$ cat src/rtl/as_arb_pkg.sv
// Shared types and widths for the FIFO write-side arbiter and its round-robin picker.
// Reused by the read-side scheduler; keep it free of per-instance parameters.
package as_arb_pkg;

    typedef enum logic [0:0] {
        IDLE = 1'b0,
        OWN  = 1'b1
    } arb_state_e;

    localparam int BYTE_CNT_W = 12;
    localparam int IDLE_CNT_W = 8;

    // Requester index width; a 2-requester arbiter still needs one bit.
    function automatic int req_idx_w(input int n);
        return (n > 2) ? $clog2(n) : 1;
    endfunction

endpackage

$ cat src/rtl/as_fifo_wr_arbiter_if.sv
// Requester byte streams plus the FIFO write port, bundled for the arbiter.
// Handshake: a byte moves on a clock edge where req_valid[i] && req_ready[i]; valid must not wait for ready.
interface as_fifo_wr_arbiter_if #(
    parameter int NUM_REQ = 4
);
    logic [NUM_REQ-1:0]   req_valid;
    logic [NUM_REQ*8-1:0] req_data;
    logic [NUM_REQ-1:0]   req_last;
    logic [NUM_REQ-1:0]   req_ready;
    logic [7:0]           fifo_wr_data;
    logic                 fifo_wr_en;
    logic                 fifo_afull;

    // master: the requesters and the FIFO; slave: the arbiter.
    modport master (
        output req_valid, req_data, req_last, fifo_afull,
        input  req_ready, fifo_wr_data, fifo_wr_en
    );

    modport slave (
        input  req_valid, req_data, req_last, fifo_afull,
        output req_ready, fifo_wr_data, fifo_wr_en
    );

endinterface

$ cat src/rtl/as_rr_pick.sv
// Combinational round-robin picker: first requester strictly after last_i, wrapping.
// Returns a one-hot pick and a valid flag; no state, so it can serve other schedulers.
module as_rr_pick
    import as_arb_pkg::*;
#(
    parameter int N  = 4,
    parameter int IW = req_idx_w(N)
) (
    input  logic [N-1:0]  req_i,
    input  logic [IW-1:0] last_i,
    output logic [N-1:0]  pick_o,
    output logic          valid_o
);

    logic          found;
    logic [IW-1:0] idx;

    always_comb begin
        pick_o = '0;
        found  = 1'b0;
        idx    = '0;
        // Offset 1..N visits last_i itself last, so a lone requester can win again.
        for (int k = 1; k <= N; k++) begin
            idx = IW'((int'(last_i) + k) % N);
            if (!found && req_i[idx]) begin
                pick_o[idx] = 1'b1;
                found       = 1'b1;
            end
        end
    end

    assign valid_o = found;

endmodule

$ cat src/rtl/as_fifo_wr_arbiter.sv
// Packet-locked round-robin arbiter in front of the bridge FIFO write port.
// Optional mid-packet idle timeout: define AS_FIFO_WR_ARB_TIMEOUT_EN.
module as_fifo_wr_arbiter
    import as_arb_pkg::*;
#(
    parameter int NUM_REQ = 4,
    parameter int MAX_PKT = 256,
    parameter int TIMEOUT = 255
) (
    input  logic                 clk,
    input  logic                 reset,
    as_fifo_wr_arbiter_if.slave  bus,
    output logic [NUM_REQ-1:0]   grant,
    output logic                 busy,
    output logic                 pkt_trunc,
    output arb_state_e           dbg_state_o
);

    localparam int IDX_W = req_idx_w(NUM_REQ);
    typedef logic [IDX_W-1:0] idx_t;

    if (NUM_REQ < 2 || NUM_REQ > 8 || MAX_PKT < 2 || MAX_PKT > 4096 ||
        TIMEOUT < 1 || TIMEOUT > 255) begin : g_bad_param
        $error("as_fifo_wr_arbiter: parameter out of range");
    end

    arb_state_e              state_q, state_d;
    logic [NUM_REQ-1:0]      grant_q, grant_d;
    idx_t                    owner_q, owner_d;
    idx_t                    last_q, last_d;
    logic [BYTE_CNT_W-1:0]   cnt_q, cnt_d;
    logic                    trunc_q, trunc_d;
`ifdef AS_FIFO_WR_ARB_TIMEOUT_EN
    logic [IDLE_CNT_W-1:0]   idle_q, idle_d;
    logic [IDLE_CNT_W-1:0]   idle_inc;
`endif

    logic [NUM_REQ-1:0]      pick;
    logic                    pick_valid;
    idx_t                    pick_idx;
    logic                    owner_valid;
    logic                    owner_last;
    logic [7:0]              owner_data;
    logic                    xfer;
    logic                    rel;
    logic [BYTE_CNT_W:0]     cnt_next;
    logic                    max_hit;

    as_rr_pick #(
        .N  (NUM_REQ),
        .IW (IDX_W)
    ) u_pick (
        .req_i   (bus.req_valid),
        .last_i  (last_q),
        .pick_o  (pick),
        .valid_o (pick_valid)
    );

    always_comb begin
        pick_idx = '0;
        for (int i = 0; i < NUM_REQ; i++) begin
            if (pick[i]) begin
                pick_idx = idx_t'(i);
            end
        end
    end

    always_comb begin
        owner_data = '0;
        for (int i = 0; i < NUM_REQ; i++) begin
            if (owner_q == idx_t'(i)) begin
                owner_data = bus.req_data[i*8 +: 8];
            end
        end
    end

    assign owner_valid = bus.req_valid[owner_q];
    assign owner_last  = bus.req_last[owner_q];
    assign xfer        = (state_q == OWN) && owner_valid && !bus.fifo_afull;

    // One extra bit so MAX_PKT = 4096 is reachable from a 12-bit counter.
    assign cnt_next = {1'b0, cnt_q} + {{BYTE_CNT_W{1'b0}}, 1'b1};
    assign max_hit  = (cnt_next == (BYTE_CNT_W+1)'(MAX_PKT));

`ifdef AS_FIFO_WR_ARB_TIMEOUT_EN
    assign idle_inc = idle_q + {{(IDLE_CNT_W-1){1'b0}}, 1'b1};
`endif

    always_comb begin
        state_d = state_q;
        grant_d = grant_q;
        owner_d = owner_q;
        last_d  = last_q;
        cnt_d   = cnt_q;
        trunc_d = 1'b0;
        rel     = 1'b0;
`ifdef AS_FIFO_WR_ARB_TIMEOUT_EN
        idle_d  = idle_q;
`endif
        case (state_q)
            IDLE: begin
`ifdef AS_FIFO_WR_ARB_TIMEOUT_EN
                idle_d = '0;
`endif
                if (pick_valid) begin
                    state_d = OWN;
                    grant_d = pick;
                    owner_d = pick_idx;
                    cnt_d   = '0;
                end
            end
            OWN: begin
                if (xfer) begin
                    cnt_d = cnt_next[BYTE_CNT_W-1:0];
`ifdef AS_FIFO_WR_ARB_TIMEOUT_EN
                    idle_d = '0;
`endif
                    // A last byte landing on MAX_PKT is a clean end, not a truncation.
                    if (owner_last) begin
                        rel = 1'b1;
                    end else if (max_hit) begin
                        rel     = 1'b1;
                        trunc_d = 1'b1;
                    end
                end
`ifdef AS_FIFO_WR_ARB_TIMEOUT_EN
                else if (bus.fifo_afull) begin
                    idle_d = '0;
                end else begin
                    idle_d = idle_inc;
                    if (idle_inc == IDLE_CNT_W'(TIMEOUT)) begin
                        rel     = 1'b1;
                        trunc_d = 1'b1;
                    end
                end
`endif
            end
            default: begin
                state_d = IDLE;
                grant_d = '0;
            end
        endcase

        if (rel) begin
            state_d = IDLE;
            grant_d = '0;
            cnt_d   = '0;
            last_d  = owner_q;
`ifdef AS_FIFO_WR_ARB_TIMEOUT_EN
            idle_d  = '0;
`endif
        end
    end

    always_ff @(posedge clk) begin
        if (reset) begin
            state_q <= IDLE;
            grant_q <= '0;
            owner_q <= '0;
            last_q  <= idx_t'(NUM_REQ - 1);
            cnt_q   <= '0;
            trunc_q <= 1'b0;
`ifdef AS_FIFO_WR_ARB_TIMEOUT_EN
            idle_q  <= '0;
`endif
        end else begin
            state_q <= state_d;
            grant_q <= grant_d;
            owner_q <= owner_d;
            last_q  <= last_d;
            cnt_q   <= cnt_d;
            trunc_q <= trunc_d;
`ifdef AS_FIFO_WR_ARB_TIMEOUT_EN
            idle_q  <= idle_d;
`endif
        end
    end

    // Only the owner ever sees ready, so writes from different requesters cannot mix.
    assign bus.req_ready    = ((state_q == OWN) && !bus.fifo_afull) ? grant_q : '0;
    assign bus.fifo_wr_en   = xfer;
    assign bus.fifo_wr_data = owner_data;

    assign grant       = grant_q;
    assign busy        = (state_q == OWN);
    assign pkt_trunc   = trunc_q;
    assign dbg_state_o = state_q;

    a_grant_onehot0 : assert property (@(posedge clk) disable iff (reset) $onehot0(grant_q));

endmodule

$ cat src/flat_wrapper.sv
// flat-port wrapper written by rule: the top's interface ports become plain ports
module as_fifo_wr_arbiter_flat import as_arb_pkg::*;
#(
    parameter int NUM_REQ = 4,
    parameter int MAX_PKT = 256,
    parameter int TIMEOUT = 255
)
  (clk, reset, grant, busy, pkt_trunc, dbg_state_o, bus_req_valid, bus_req_data, bus_req_last, bus_fifo_afull, bus_req_ready, bus_fifo_wr_data, bus_fifo_wr_en);
  as_fifo_wr_arbiter_if #(.NUM_REQ(NUM_REQ)) bus_i ();
  input  logic clk;
  input  logic reset;
  output logic [NUM_REQ-1:0] grant;
  output logic busy;
  output logic pkt_trunc;
  output arb_state_e dbg_state_o;
  input wire logic [$bits(bus_i.req_valid)-1:0] bus_req_valid;
  input wire logic [$bits(bus_i.req_data)-1:0] bus_req_data;
  input wire logic [$bits(bus_i.req_last)-1:0] bus_req_last;
  input wire logic [$bits(bus_i.fifo_afull)-1:0] bus_fifo_afull;
  output wire logic [$bits(bus_i.req_ready)-1:0] bus_req_ready;
  output wire logic [$bits(bus_i.fifo_wr_data)-1:0] bus_fifo_wr_data;
  output wire logic [$bits(bus_i.fifo_wr_en)-1:0] bus_fifo_wr_en;
  assign bus_i.req_valid = bus_req_valid;
  assign bus_i.req_data = bus_req_data;
  assign bus_i.req_last = bus_req_last;
  assign bus_i.fifo_afull = bus_fifo_afull;
  assign bus_req_ready = bus_i.req_ready;
  assign bus_fifo_wr_data = bus_i.fifo_wr_data;
  assign bus_fifo_wr_en = bus_i.fifo_wr_en;
  as_fifo_wr_arbiter #(.NUM_REQ(NUM_REQ), .MAX_PKT(MAX_PKT), .TIMEOUT(TIMEOUT)) u_core (.clk(clk), .reset(reset), .bus(bus_i), .grant(grant), .busy(busy), .pkt_trunc(pkt_trunc), .dbg_state_o(dbg_state_o));
endmodule
$ cat config.mk
export PLATFORM = sky130hd
export DESIGN_NAME = as_fifo_wr_arbiter_flat
export DESIGN_NICKNAME = d
export VERILOG_FILES = /design/src/rtl/as_arb_pkg.sv /design/src/rtl/as_fifo_wr_arbiter_if.sv /design/src/rtl/as_rr_pick.sv /design/src/rtl/as_fifo_wr_arbiter.sv /design/src/flat_wrapper.sv
export SDC_FILE = /design/constraint.sdc
export NUM_CORES = 1
export LEC_CHECK = 0
export ABC_AREA = 0
export BUFFER_PORTS_ARGS = -buffer_cell sky130_fd_sc_hd__buf_2
export CAP_MARGIN = 10
export CORE_ASPECT_RATIO = 0.5
export CORE_UTILIZATION = 50
export CTS_CLUSTER_DIAMETER = 60
export DETAILED_ROUTE_END_ITERATION = 7
export PLACE_DENSITY_LB_ADDON = 0.08
export SLEW_MARGIN = 40
export SYNTH_ARGS = -nofsm -noshare
export SYNTH_HDL_FRONTEND = slang
export SYNTH_SLANG_ARGS = --single-unit
$ cat constraint.sdc
create_clock -name clk -period 3.8 [get_ports clk]
set_input_delay 0.38 -clock clk [delete_from_list [all_inputs] [get_ports clk]]
set_output_delay 0.38 -clock clk [all_outputs]
set_load 0.01 [all_outputs]
==> results.ini <==
[outcome]
outcome=finished with violations
violations=DRC

[clock_network]
cts_tree=done
hold_buffers=0
clk_latency_ns=0.26
ctsResizeCount=0
cts_setup_buffers=0
cts-root-buf=clkbuf_8
clk_pin_slew_ns=0.08
cts-htree-levels=1
clk_path_buf_depth=2
cts.sinks=22
cts_buffers=3

[final_layout]
stdcell_count=280
fin_area_mm2=0.002074
finalNetCount=293
n_antenna_cell=0
drive_gt1_share_pct=37.50
area_delta_synth_final_pct=23.82

[synth]
synth-edff-count=0
ys_types=51
ys_seq_area_share_pct=26.29
synthTopCellsByArea=dfxtp_1, mux4_2, ha_1
syn_area_mm2=0.001675
synth_warnings=0
syn_inst=182
ys_ff_latch=22
synth_area_leader_cell=dfxtp_1
postSynth.asyncResetShare_pct=0
dominantRegCellSynth=dfxtp_1
synth_commonest_cells=dfxtp_1, nor2_1, nand2_1, mux4_2, ha_1
syn-num-nets=234
syn_avg_cell_area_um2=9.205
yosysTopAreaCellShare_pct=26.29
yosysMostFrequentCell=dfxtp_1

[routing]
wl_per_cell_um=14.10
firstDrtPassIters=6
via_count=1637
ant_nets=0
wl_mm=3.949
wl_met2_mm=1.916
drc=13
met3WireLength_um=263
dr.max_layer_used=met4
via_per_inst=5.846
wl_met1_mm=1.759
drtIter0Drc=72

[die]
rows=14
die_x_um=83.86
dieArea_mm2=0.003600
core-area_mm2=0.003100
num_io_pins=63
initial_core_util_pct=54.04
die_h_um=42.93

[job]
max_cap_violations=0

[critical_path]
end_kind=flop
cp.arrival_ns=2.76
worstSetupPathType=flop to flop
required_ns=3.96
crit_fanout=13
start_kind=flop

[placed_design]
hpwl_mm=3.028
portBuffers=62
gp_congestion=0.8772
dp_cells=276
dpl-instance-area_mm2=0.002003

[timing]
holdWs_ns=0.4883
period_minus_slack_ns=2.601
skew_ns=0.006755
achievable-frequency_mhz=384.5
fin_setup_tns_ns=0
tightestPinTransition_ns=0.6738
setup_viol=0
slew_viol_final=0
min_period_over_period_pct=68.44
hold_viol=0
max_slew_margin_pct=55.02
rsz0062_at_grt=false

[power_and_ir_drop]
ir_worst_vdd_mv=0.2301
power_density_mw_per_mm2=319.9
p_leak_nw=0.8575

[global_route]
grt_pass1_wl_mm=6.561
grt_pass1_vias=1412
grt_max_degree=19
grt_usage_pct=23.24
antenna_found_initial=0
grt-ovfl-total=0

[hold_path]
holdCritPathClass=flop to flop

==> worst max-delay path, stage by stage, from the launching register on <==
cell	delay (ns)
dfxtp_1	0.76
mux4_2	0.34
and2_1	0.27
nand2_1	0.23
nor2_1	0.33
nand2_1	0.23
o311ai_0	0.34
==> where the power goes <==
part | switching [mW] | total, mW | internal [mW]
Combinational | 0.0880 | 0.186 | 0.0981
Sequential | 0.0187 | 0.260 | 0.241
Clock | 0.0773 | 0.218 | 0.141
==> flip-flops by register name (all words and copies together), names as in the netlist <==
name              cells
u_core.cnt_q         12
u_core.grant          4
u_core.last_q         2
u_core.owner_q        2
u_core.busy           1
u_core.pkt_trunc      1
==> stage by stage <==
step | setup slack (ns) | power (mW) | utilization, %
2_1_floorplan | 1.585 | 0.3849 | -
3_3_place_gp | 1.330 | 0.4474 | 64.45
3_5_place_dp | 1.251 | 0.4514 | 64.61
4_1_cts | 1.218 | 0.6700 | 66.91
5_1_grt | 0.8886 | 0.7015 | 66.91
6_report | 1.199 | 0.6636 | 66.91
==> cell families after synthesis <==
logic type	after synthesis	share of synthesized area [%]
buf+inv	14	4.033
simple gates	80	25.62
xor+xnor	3	1.569
fa+ha+maj	9	6.722
compound gates	36	15.98
flops	22	26.29
mux	18	19.79
==> worst paths after layout <==
check | startpoint | to | slack (ns) | cells past startpoint
setup reg to reg | u_core.owner_q[0] | u_core.cnt_q[6] | 1.20 | 6
setup / recovery | u_core.owner_q[0] | u_core.cnt_q[6] | 1.20 | 6
hold reg to reg | u_core.busy | u_core.busy | 0.49 | 2
hold / removal | u_core.busy | u_core.busy | 0.49 | 2
==> cell type report <==
class | count | area, um^2
fill | 284 | 1026
sequential | 22 | 440.4
inverter | 4 | 15.01
tap | 40 | 50.05
clock inverter | 1 | 30.03
timing repair buffer | 64 | 325.3
clock buffer | 3 | 41.29
multi-input combinational | 146 | 1172
==> placed cells by master, fill, tap and decap left out, types with 2 or more instances in the layout <==
cell / count
dfxtp_1: 22
nand3b_1: 3
inv_1: 4
nor4_1: 5
nand3_1: 7
clkbuf_8: 3
buf_4: 2
buf_2: 62
nor2b_1: 2
mux4_2: 12
ha_1: 9
nand2_1: 17
a21oi_1: 5
a211oi_1: 3
nand4_1: 4
o21ai_0: 7
or2_2: 2
nor3_1: 4
and2_1: 6
xor2_1: 2
a22oi_1: 3
a2111oi_0: 2
mux2i_1: 5
nor2_1: 19
o22ai_1: 4
==> layer usage <==
layer	track usage, %	up-vias
met3	5.447	2
met1	29.32	766
li1	-	811
met5	0	-
met2	41.97	58
met4	3.448	0
Note: power is estimated with default switching activity, not from simulation.
